<file path="config.mk">
export PLATFORM = sky130hd
export DESIGN_NAME = cpsr_cond_unit
export DESIGN_NICKNAME = d
export VERILOG_FILES = /design/src/rtl/cpsr_cond_unit.sv
export SDC_FILE = /design/constraint.sdc
export NUM_CORES = 1
export LEC_CHECK = 0
export ABC_AREA = 1
export CORE_AREA = 3 3 47 49
export DETAILED_ROUTE_END_ITERATION = 12
export DIE_AREA = 0 0 50 52
export GPL_TIMING_DRIVEN = 0
export PLACE_DENSITY = 0.69
export SLEW_MARGIN = 20
export SYNTH_ARGS = -nofsm -noshare
export SYNTH_HDL_FRONTEND = slang
export SYNTH_SLANG_ARGS = --single-unit
</file>
<file path="constraint.sdc">
create_clock -name clk -period 1.85 [get_ports clk]
set_input_delay 0.37 -clock clk [delete_from_list [all_inputs] [get_ports clk]]
set_output_delay 0.37 -clock clk [all_outputs]
set_load 0.01 [all_outputs]
</file>
<file path="src/rtl/cpsr_cond_unit.sv">
// cpsr_cond_unit: NZCV flag register with forwarded condition evaluation for ID and registered pass bit for EX.
module cpsr_cond_unit (
    input  logic       clk,
    input  logic       reset,
    input  logic       stall,
    input  logic       flush,
    input  logic [3:0] id_cond,
    input  logic       ex_valid,
    input  logic       ex_s_bit,
    input  logic [3:0] ex_alu_op,
    input  logic       alu_n,
    input  logic       alu_z,
    input  logic       alu_c,
    input  logic       alu_v,
    input  logic       shifter_c,
    output logic [3:0] flags,
    output logic       alu_cin,
    output logic       id_cond_pass,
    output logic       ex_cond_pass,
    output logic       flags_wr
);
    logic       is_test;
    logic       is_arith;
    logic [3:0] next_flags;
    logic       n, z, c, v;

    // TST/TEQ/CMP/CMN (8..11) set flags regardless of the S bit
    assign is_test  = ex_alu_op[3:2] == 2'b10;
    assign is_arith = (ex_alu_op[3:1] inside {3'd1, 3'd2, 3'd3, 3'd5});
    assign flags_wr = ex_valid & ex_cond_pass & ~stall & (ex_s_bit | is_test);
    assign next_flags = !flags_wr ? flags :
                        is_arith  ? {alu_n, alu_z, alu_c, alu_v} :
                                    {alu_n, alu_z, shifter_c, flags[0]};
    assign {n, z, c, v} = next_flags;
    assign alu_cin = flags[1];

    // ID sees the flags EX is about to commit, so no bubble is needed
    always_comb begin
        id_cond_pass = 1'b0;
        case (id_cond)
            4'h0: id_cond_pass = z;
            4'h1: id_cond_pass = !z;
            4'h2: id_cond_pass = c;
            4'h3: id_cond_pass = !c;
            4'h4: id_cond_pass = n;
            4'h5: id_cond_pass = !n;
            4'h6: id_cond_pass = v;
            4'h7: id_cond_pass = !v;
            4'h8: id_cond_pass = c & !z;
            4'h9: id_cond_pass = !c | z;
            4'hA: id_cond_pass = n == v;
            4'hB: id_cond_pass = n != v;
            4'hC: id_cond_pass = !z & (n == v);
            4'hD: id_cond_pass = z | (n != v);
            4'hE: id_cond_pass = 1'b1;
            default: id_cond_pass = 1'b0;
        endcase
    end

    always_ff @(posedge clk) begin
        if (reset) begin
            flags        <= 4'b0000;
            ex_cond_pass <= 1'b0;
        end else begin
            flags        <= next_flags;
            ex_cond_pass <= flush ? 1'b0 : stall ? ex_cond_pass : id_cond_pass;
        end
    end
endmodule

</file>
==> results of run 1 <==
[layout make-up]
cell class | count | area (um^2) | share of cell area (%)
Inverter | 17 | 73.8 | 7.15
Clock buffer | 4 | 26.3 | 2.55
Tap cell | 27 | 33.8 | 3.27
Buffer | 1 | 7.51 | 0.727
Timing Repair Buffer | 31 | 270 | 26.2
Multi-Input combinational cell | 75 | 519 | 50.3
Sequential cell | 5 | 101 | 9.82
[state kept, by name, indices dropped and copies added, names as in the netlist]
signal        flops
flags             4
ex_cond_pass      1
[metrics by stage]
step / hold slack, ps / total power, uW / TNS [ps]
after floorplan: 439 / 182 / 0
after global placement: 562 / 246 / -1390
after detailed placement: 565 / 248 / -1450
after CTS: 570 / 391 / -309
after global routing: 451 / 415 / -372
final: 442 / 388 / -239
[worst min-delay path: cells and delay by family]
family / cells / cell delay (ps)
AOI/OAI and AO/OA: 1 / 50
buffers and inverters: 2 / 230
[routing by layer]
layer | GRT usage [%] | vias to the layer above | part of all wire, %
li1 | - | 374 | -
met4 | 5.99 | 0 | 1.3
met5 | 0 | - | 0
met2 | 26.5 | 22 | 52
met3 | 3.72 | 2 | 5.4
met1 | 15.8 | 323 | 42
[power groups by stage]
stage          clock [uW]  sequential (uW)  combinational, uW
5_1_grt               146              112                157
4_1_cts               136              112                143
6_report              132              112                143
2_1_floorplan           0              115               67.7
3_3_place_gp            0              114                133
3_5_place_dp            0              114                134
[how the worst min path moves through the flow]
| stage | startpoint | to | slack, ps | cells past startpoint |
|---|---|---|---|---|
| CTS | flags[1]$_SDFF_PP0_ | flags[1]$_SDFF_PP0_ | 570 | 2 |
| global placement | flags[1]$_SDFF_PP0_ | flags[1]$_SDFF_PP0_ | 560 | 2 |
| detailed placement | flags[1]$_SDFF_PP0_ | flags[1]$_SDFF_PP0_ | 560 | 2 |
| floorplan | reset | flags[1]$_SDFF_PP0_ | 440 | 1 |
| finish | stall | ex_cond_pass$_SDFFE_PP0N_ | 440 | 3 |
| global route | stall | ex_cond_pass$_SDFFE_PP0N_ | 450 | 3 |
[repair_timing]
item / 4_1_cts / 5_1_grt
endpoints found under the hold margin: 0 / 0
setup endpoints to repair: 2 / 1
hold buffers: 0 / 0
pin swaps: 18 / 16
gates resized for setup: 30 / 11
buffers inserted: 5 / 1
[placed cells by master (no fill, tap or decap), drive strengths merged]
cell / Yosys / layout
nand3: 17 / 17
a21boi: 1 / 1
dfxtp: 5 / 5
clkdlybuf4s50: 0 / 13
dlymetal6s2s: 0 / 1
nor2: 12 / 12
dlygate4sd2: 0 / 6
o21ai: 3 / 3
nand3b: 1 / 1
nor3: 1 / 1
inv: 17 / 17
clkbuf: 0 / 6
a21oi: 3 / 3
clkdlybuf4s15: 0 / 1
buf: 1 / 9
nand2: 37 / 37
[kinds of logic (layout without fill, tap and decap cells)]
| kind of cell | Yosys count | after routing |
|---|---|---|
| and+or+nand+nor | 68 | 68 |
| buffers and inverters | 18 | 53 |
| DFF | 5 | 5 |
| AOI/OAI and AO/OA | 7 | 7 |
==> impl_results.md, run 1 <==
* Status: finished with violations
* Violated checks: negative setup slack
* Top_reg_cell synth: dfxtp_1
* Flop-to-flop setup slack at approximately 290 ps
* Mapped cell area at approximately 640 um^2
* Diode count at 0
* Slew Limit Fails at 0
* Core area at 1900 um^2
* Clock Pin Slew Worst Setup and Hold Paths at 50 ps
* Final HPWL DP at about 1300 um
* Worst slew margin at a little under nine tenths
* Worst slew pin tran at 213 ps
* RSZ-0062 raised after global routing: true
* Final setup vio count at 1
* Post-Synth XOR/XNOR Area at 0%
* Delay of the slowest cell on the worst path at ~350 ps
* Int Pwr at approximately 260 uW
* GPL Wtd Cong at 0.778
* Clock Power Share at roughly a third
* Vias per cell at 4.51
* Clk buf depth at 2
* Initial antenna violation count at 0
* Final ANT Viol Nets at 0
* Critical Path End: id_cond_pass
* Final hold violation count at 0
* Compound-gate portion of the synthesized area at 8.16%
* Syn nets at 117
* WL final at 1660 um
* Placement Cell Area at slightly above 900 um^2
* Die H at 52 um
* Largest family of logic cells by synthesized area: simple AND/OR/NAND/NOR gates
* Combinational share of power at 36.8%
* GRT overflow at 0
* Level count of the clock H-tree at 1
* Dpl cells at 150
* Multiplexer share of the synthesized area at 0%
* CP startpoint kind: flip-flop
* Buf/Inv on CP at 2
* Residual DRC at 0
* Register bit total from synthesis at 5
* Drt pass-1 iters at 4
* Max-cap violations at 0
* Most frequent cell after synthesis: nand2_1
* Critical Path Stages at 10
* CTS Buf Count at 3
* FF-to-FF path depth at 10
* Capturing point of the worst reg2reg path: ex_cond_pass$_SDFFE_PP0N_
* Post-synthesis adder-cell area fraction at 0%
* Row count at 16
* CTS Sinks at 5
* CP arrival at 1720 ps
* GRT Resource Usage Total at ~15%
* Pleak at 0.000526 uW
* Commonest cells post-synth: 23 x nand2_1, 15 x nand3_1, 14 x inv_1
* Netlist cell types at 22
* Critical path origin: ex_cond_pass$_SDFFE_PP0N_
* Worst skew pair latency at ~250 ps
* Iteration-0 DRC Markers at 16
* Leading area contributor after synthesis: dfxtp_1
* Hold Crit Class: input pin to flip-flop
* Crit path cell chain: nand2_4 -> nor2_8 -> nand2_8 -> o21ai_4 -> o21ai_1 -> a21oi_2 -> nand3_2 -> nor2_4 -> inv_1 -> buf_2
* Initial core utilization at between 30 and 40%
* Slowest CP cell: dfxtp_2
* CP required at 1480 ps
* Pwr/cell area at 376 nW/um^2
* Final instance area at around 1000 um^2
* Cell family with most CP delay: simple AND/OR/NAND/NOR gates
* Setup ws final at -239 ps
* Flop pwr share at 29.0%
* Net switching power at 128 uW
* R2r startpoint: ex_cond_pass$_SDFFE_PP0N_
* Simple-gate share of the synthesized area at 64.1%
* Top cells by area, synth: dfxtp_1 16%, nand2_4 14%, nand2_1 13%, nand3_1 12%, inv_1 8.2%
* Post-Syn Instances at just under 100
* Crit path max fanout at 6
* IO buf count at 25
* I/O pin cnt at 27
* FMAX at 0.479 GHz
* Post-synthesis sequential area ratio at 15.5%
* Number of global-route vias before repair at 687
* Number of flops mapped to enable cells by yosys at 0
* Die X at 50 um
* Worst Setup End Kind: output pin
* Final nets at 153
* Fillers at about 170
* CTS tree: yes
* Final cell count without fillers at 160
* Root Driver: clkbuf_4
* Largest net degree at the start of global routing at 7
* Synth top area share at 15.5%
* Post-route core utilization at 54.3%
* Clk_skew at 2.46 ps
* Async set-or-reset flop fraction in the synthesized netlist at 0%
* Peak VDD IR at 264 uV
* Layout cells sized above 1 at 38.3%
* Critical path class: flip-flop to output pin
* Final Cycle Share at 113%
* P&R area growth vs syn at 60.2%
* Synth Warn # at 0
* First-pass GRT wire length at 2890 um
* Minimum clock period at approximately 2100 ps
* Die ar. at between 2000 and 3000 um^2
* WL/cell at 10.4 um
* Net Sw Frac at 33.1%
* Worst Setup Slack post-DPL at -924 ps
* Post-Syn Area per Cell at around 6.6 um^2
* Vias at 721
(Power assumes the default switching activity.)
==> run 2: changes to the inputs <==
--- a/config.mk
+++ b/config.mk
@@ -6,12 +6,12 @@
 export NUM_CORES = 1
 export LEC_CHECK = 0
 export ABC_AREA = 1
-export CORE_AREA = 3 3 47 49
+export CORE_AREA = 2 2 46 48
 export DETAILED_ROUTE_END_ITERATION = 12
-export DIE_AREA = 0 0 50 52
+export DIE_AREA = 0 0 48 50
 export GPL_TIMING_DRIVEN = 0
 export PLACE_DENSITY = 0.69
-export SLEW_MARGIN = 20
+export SLEW_MARGIN = 5
 export SYNTH_ARGS = -nofsm -noshare
 export SYNTH_HDL_FRONTEND = slang
 export SYNTH_SLANG_ARGS = --single-unit
==> impl_results.md, run 2 (synthesis results as in run 1) <==
* Number of flip-flops in the largest register at 4 (unchanged)
* Worst skew pair latency at 240 ps (about the same)
* Final Cycle Share at 114% (+0.60 points)
* CP required at 1480 ps (about the same)
* Root Driver: clkbuf_4
* CTS Sinks at 5 (unchanged)
* WL final at 1640 um (-1.3%)
* Buf/Inv on CP at 4 (+2)
* CP arrival at 1730 ps (about the same)
* Die ar. at 2400 um^2 (-7.7%)
* Die H at 50 um (-3.8%)
* Drt pass-1 iters at 4 (unchanged)
* CTS Buf Count at 3 (unchanged)
* First-pass GRT wire length at 2680 um (-7.2%)
* Layout cells sized above 1 at 38.6% (+0.29 points)
* Vias per cell at 4.53 (+0.63%)
* I/O pin cnt at 27 (unchanged)
* Vias at 721 (unchanged)
* Crit path cell chain: clkdlybuf4s50_1 -> nand3_2 -> nand2_4 -> inv_4 -> nand2_1 -> nand2_2 -> a21oi_2 -> nand3_2 -> nor2_4 -> inv_1 -> buf_2
* Level count of the clock H-tree at 1 (unchanged)
* Worst Setup End Kind: output pin
* Final hold violation count at 0 (unchanged)
* Minimum clock period at 2100 ps (+11.2 ps)
* Initial core utilization at 33.9% (unchanged)
* Commonest non-fill, non-tap cell in the layout: nand2_1
* CP startpoint kind: input pin
* Initial antenna violation count at 0 (unchanged)
* Design Power at 381 uW (-1.7%)
* Clk buf depth at 2 (unchanged)
* Pleak at 0.000524 uW (-0.38%)
* Placement Cell Area at 928 um^2 (unchanged)
* RSZ-0062 raised after global routing: true
* Slowest CP cell: clkdlybuf4s50_1
* Crit-path most repeated cell: nand3_2
* Grt peak-use layer: met2
* Met3 usage at 2.20% (-1.5 points)
* Final HPWL DP at 1350 um (+6.2%)
* Largest net degree at the start of global routing at 7 (unchanged)
* Pwr/cell area at 368 nW/um^2 (-2.0%)
* Crit path max fanout at 3 (-3)
* FMAX at 0.476 GHz (-0.53%)
* GRT overflow at 0 (unchanged)
* GPL Wtd Cong at 0.799 (+2.8%)
* Core area at 1900 um^2 (unchanged)
* Diode count at 0 (unchanged)
* Hold WS at 448 ps (+5.96 ps)
* Row count at 16 (unchanged)
* CTS tree: yes
* Setup ws final at -250 ps (-11.2 ps)
* Delay of the slowest cell on the worst path at 480 ps (+130 ps)
* Die X at 48 um (-4.0%)
* Worst slew pin tran at 202 ps (-10.1 ps)
* Final nets at 152 (-0.65%)
* Violated checks: negative setup slack
* IO buf count at 25 (unchanged)
* Cell family with most CP delay: buffers and inverters
* Final instance area at 1040 um^2 (+0.36%)
* Peak VDD IR at 263 uV (-0.25%)
* Final ANT Viol Nets at 0 (unchanged)
* Top flop regs: flags (4), ex_cond_pass (1)
* Clock Pin Slew Worst Setup and Hold Paths at 40 ps (about the same)
* Worst slew margin at 86.4% (+0.68 points)
* Final setup vio count at 1 (unchanged)
* Critical path class: input pin to output pin
* Top reg by flops: flags
* Hold Crit Class: input pin to flip-flop
* Met2 usage at 26.4% (-0.077 points)
* Status: finished with violations
* Hold-fix buffers, CTS at 0 (unchanged)
* Setup_tns at -250 ps (-11.2 ps)
* P&R area growth vs syn at 60.8%
* Clk_skew at 0.177 ps (-2.29 ps)
* Slew Limit Fails at 0 (unchanged)
* Max-cap violations at 0 (unchanged)
* WL/cell at 10.3 um (-0.65%)
* Commonest non-fill, non-tap cells in the layout: 18 x nand2_1, 13 x clkdlybuf4s50_1, 12 x inv_1, 12 x nand3_1, 10 x nand2_4
* Met1 Use GR at 18.2% (+2.4 points)
* Residual DRC at 0 (unchanged)
* GRT Resource Usage Total at 15.5% (+0.99 points)
* Iteration-0 DRC Markers at 9 (-7)
* Number of global-route vias before repair at 667 (-2.9%)
[run 2: per-layer routing]
layer	up-vias	part of all wire (%)
met1	325	40
met2	20	55
met5	-	0
li1	374	-
met4	0	0.49
met3	2	5.0
[run 2: stage by stage]
stage	utilization [%]	setup WS, ps	std cells
detailed placement	48.8	-930	150
global route	54.5	-352	159
CTS	53.0	-324	156
finish	54.5	-250	159
floorplan	-	115	98
global placement	48.8	-905	150
[run 2: worst register-to-register path, cell delays in order (launching register included)]
cell,delay [ps]
dfxtp_4,350
nand2_4,60
nor2_8,120
nand2_8,100
nand2_4,80
nand2_4,80
inv_4,80
nand2_4,60
nand3_1,60
nand2_1,50
nand2_1,60
nand2_2,80
nor2_4,120
buf_4,120
a21oi_2,40
[run 2: repair_timing]
action	4_1_cts	5_1_grt
buffers inserted	2	3
endpoints found under the setup margin	2	1
gates resized for setup	34	10
pin swaps	16	12
[run 2: cell type report]
cell class	count	area (um^2)
fillers	201	866
multi-input cells	75	528
repair buffers	30	263
flip-flops and latches	5	104
inverters	17	73.8
well taps	27	33.8
clock buffers	4	26.3
plain buffers	1	7.51
[run 2: final timing paths]
kind                                           startpoint                   endpoint  slack (ps)  cells after the start
worst max-delay path                                alu_n               id_cond_pass        -250                     11
worst min-delay path                                stall  ex_cond_pass$_SDFFE_PP0N_         450                      3
worst max register to register  ex_cond_pass$_SDFFE_PP0N_  ex_cond_pass$_SDFFE_PP0N_         280                     14
worst min register to register        flags[1]$_SDFF_PP0_        flags[1]$_SDFF_PP0_         570                      2
[run 2: power by group]
part / leakage, uW / switching [uW] / internal (uW)
registers: 0.0000412 / 1.97 / 110
clock network: 0.0000150 / 45.1 / 81.6
logic: 0.000468 / 76.9 / 66.0
total: 0.000524 / 124 / 257
==> run 3: changes to the inputs <==
--- a/config.mk
+++ b/config.mk
@@ -9,7 +9,9 @@
 export CORE_AREA = 2 2 46 48
 export DETAILED_ROUTE_END_ITERATION = 12
 export DIE_AREA = 0 0 48 50
+export GPL_ROUTABILITY_DRIVEN = 0
 export GPL_TIMING_DRIVEN = 0
+export HOLD_SLACK_MARGIN = 0.05
 export PLACE_DENSITY = 0.69
 export SLEW_MARGIN = 5
 export SYNTH_ARGS = -nofsm -noshare
==> results of run 3 <==
Same layout as run 2: the final DEF is identical, and so are final timing and power.
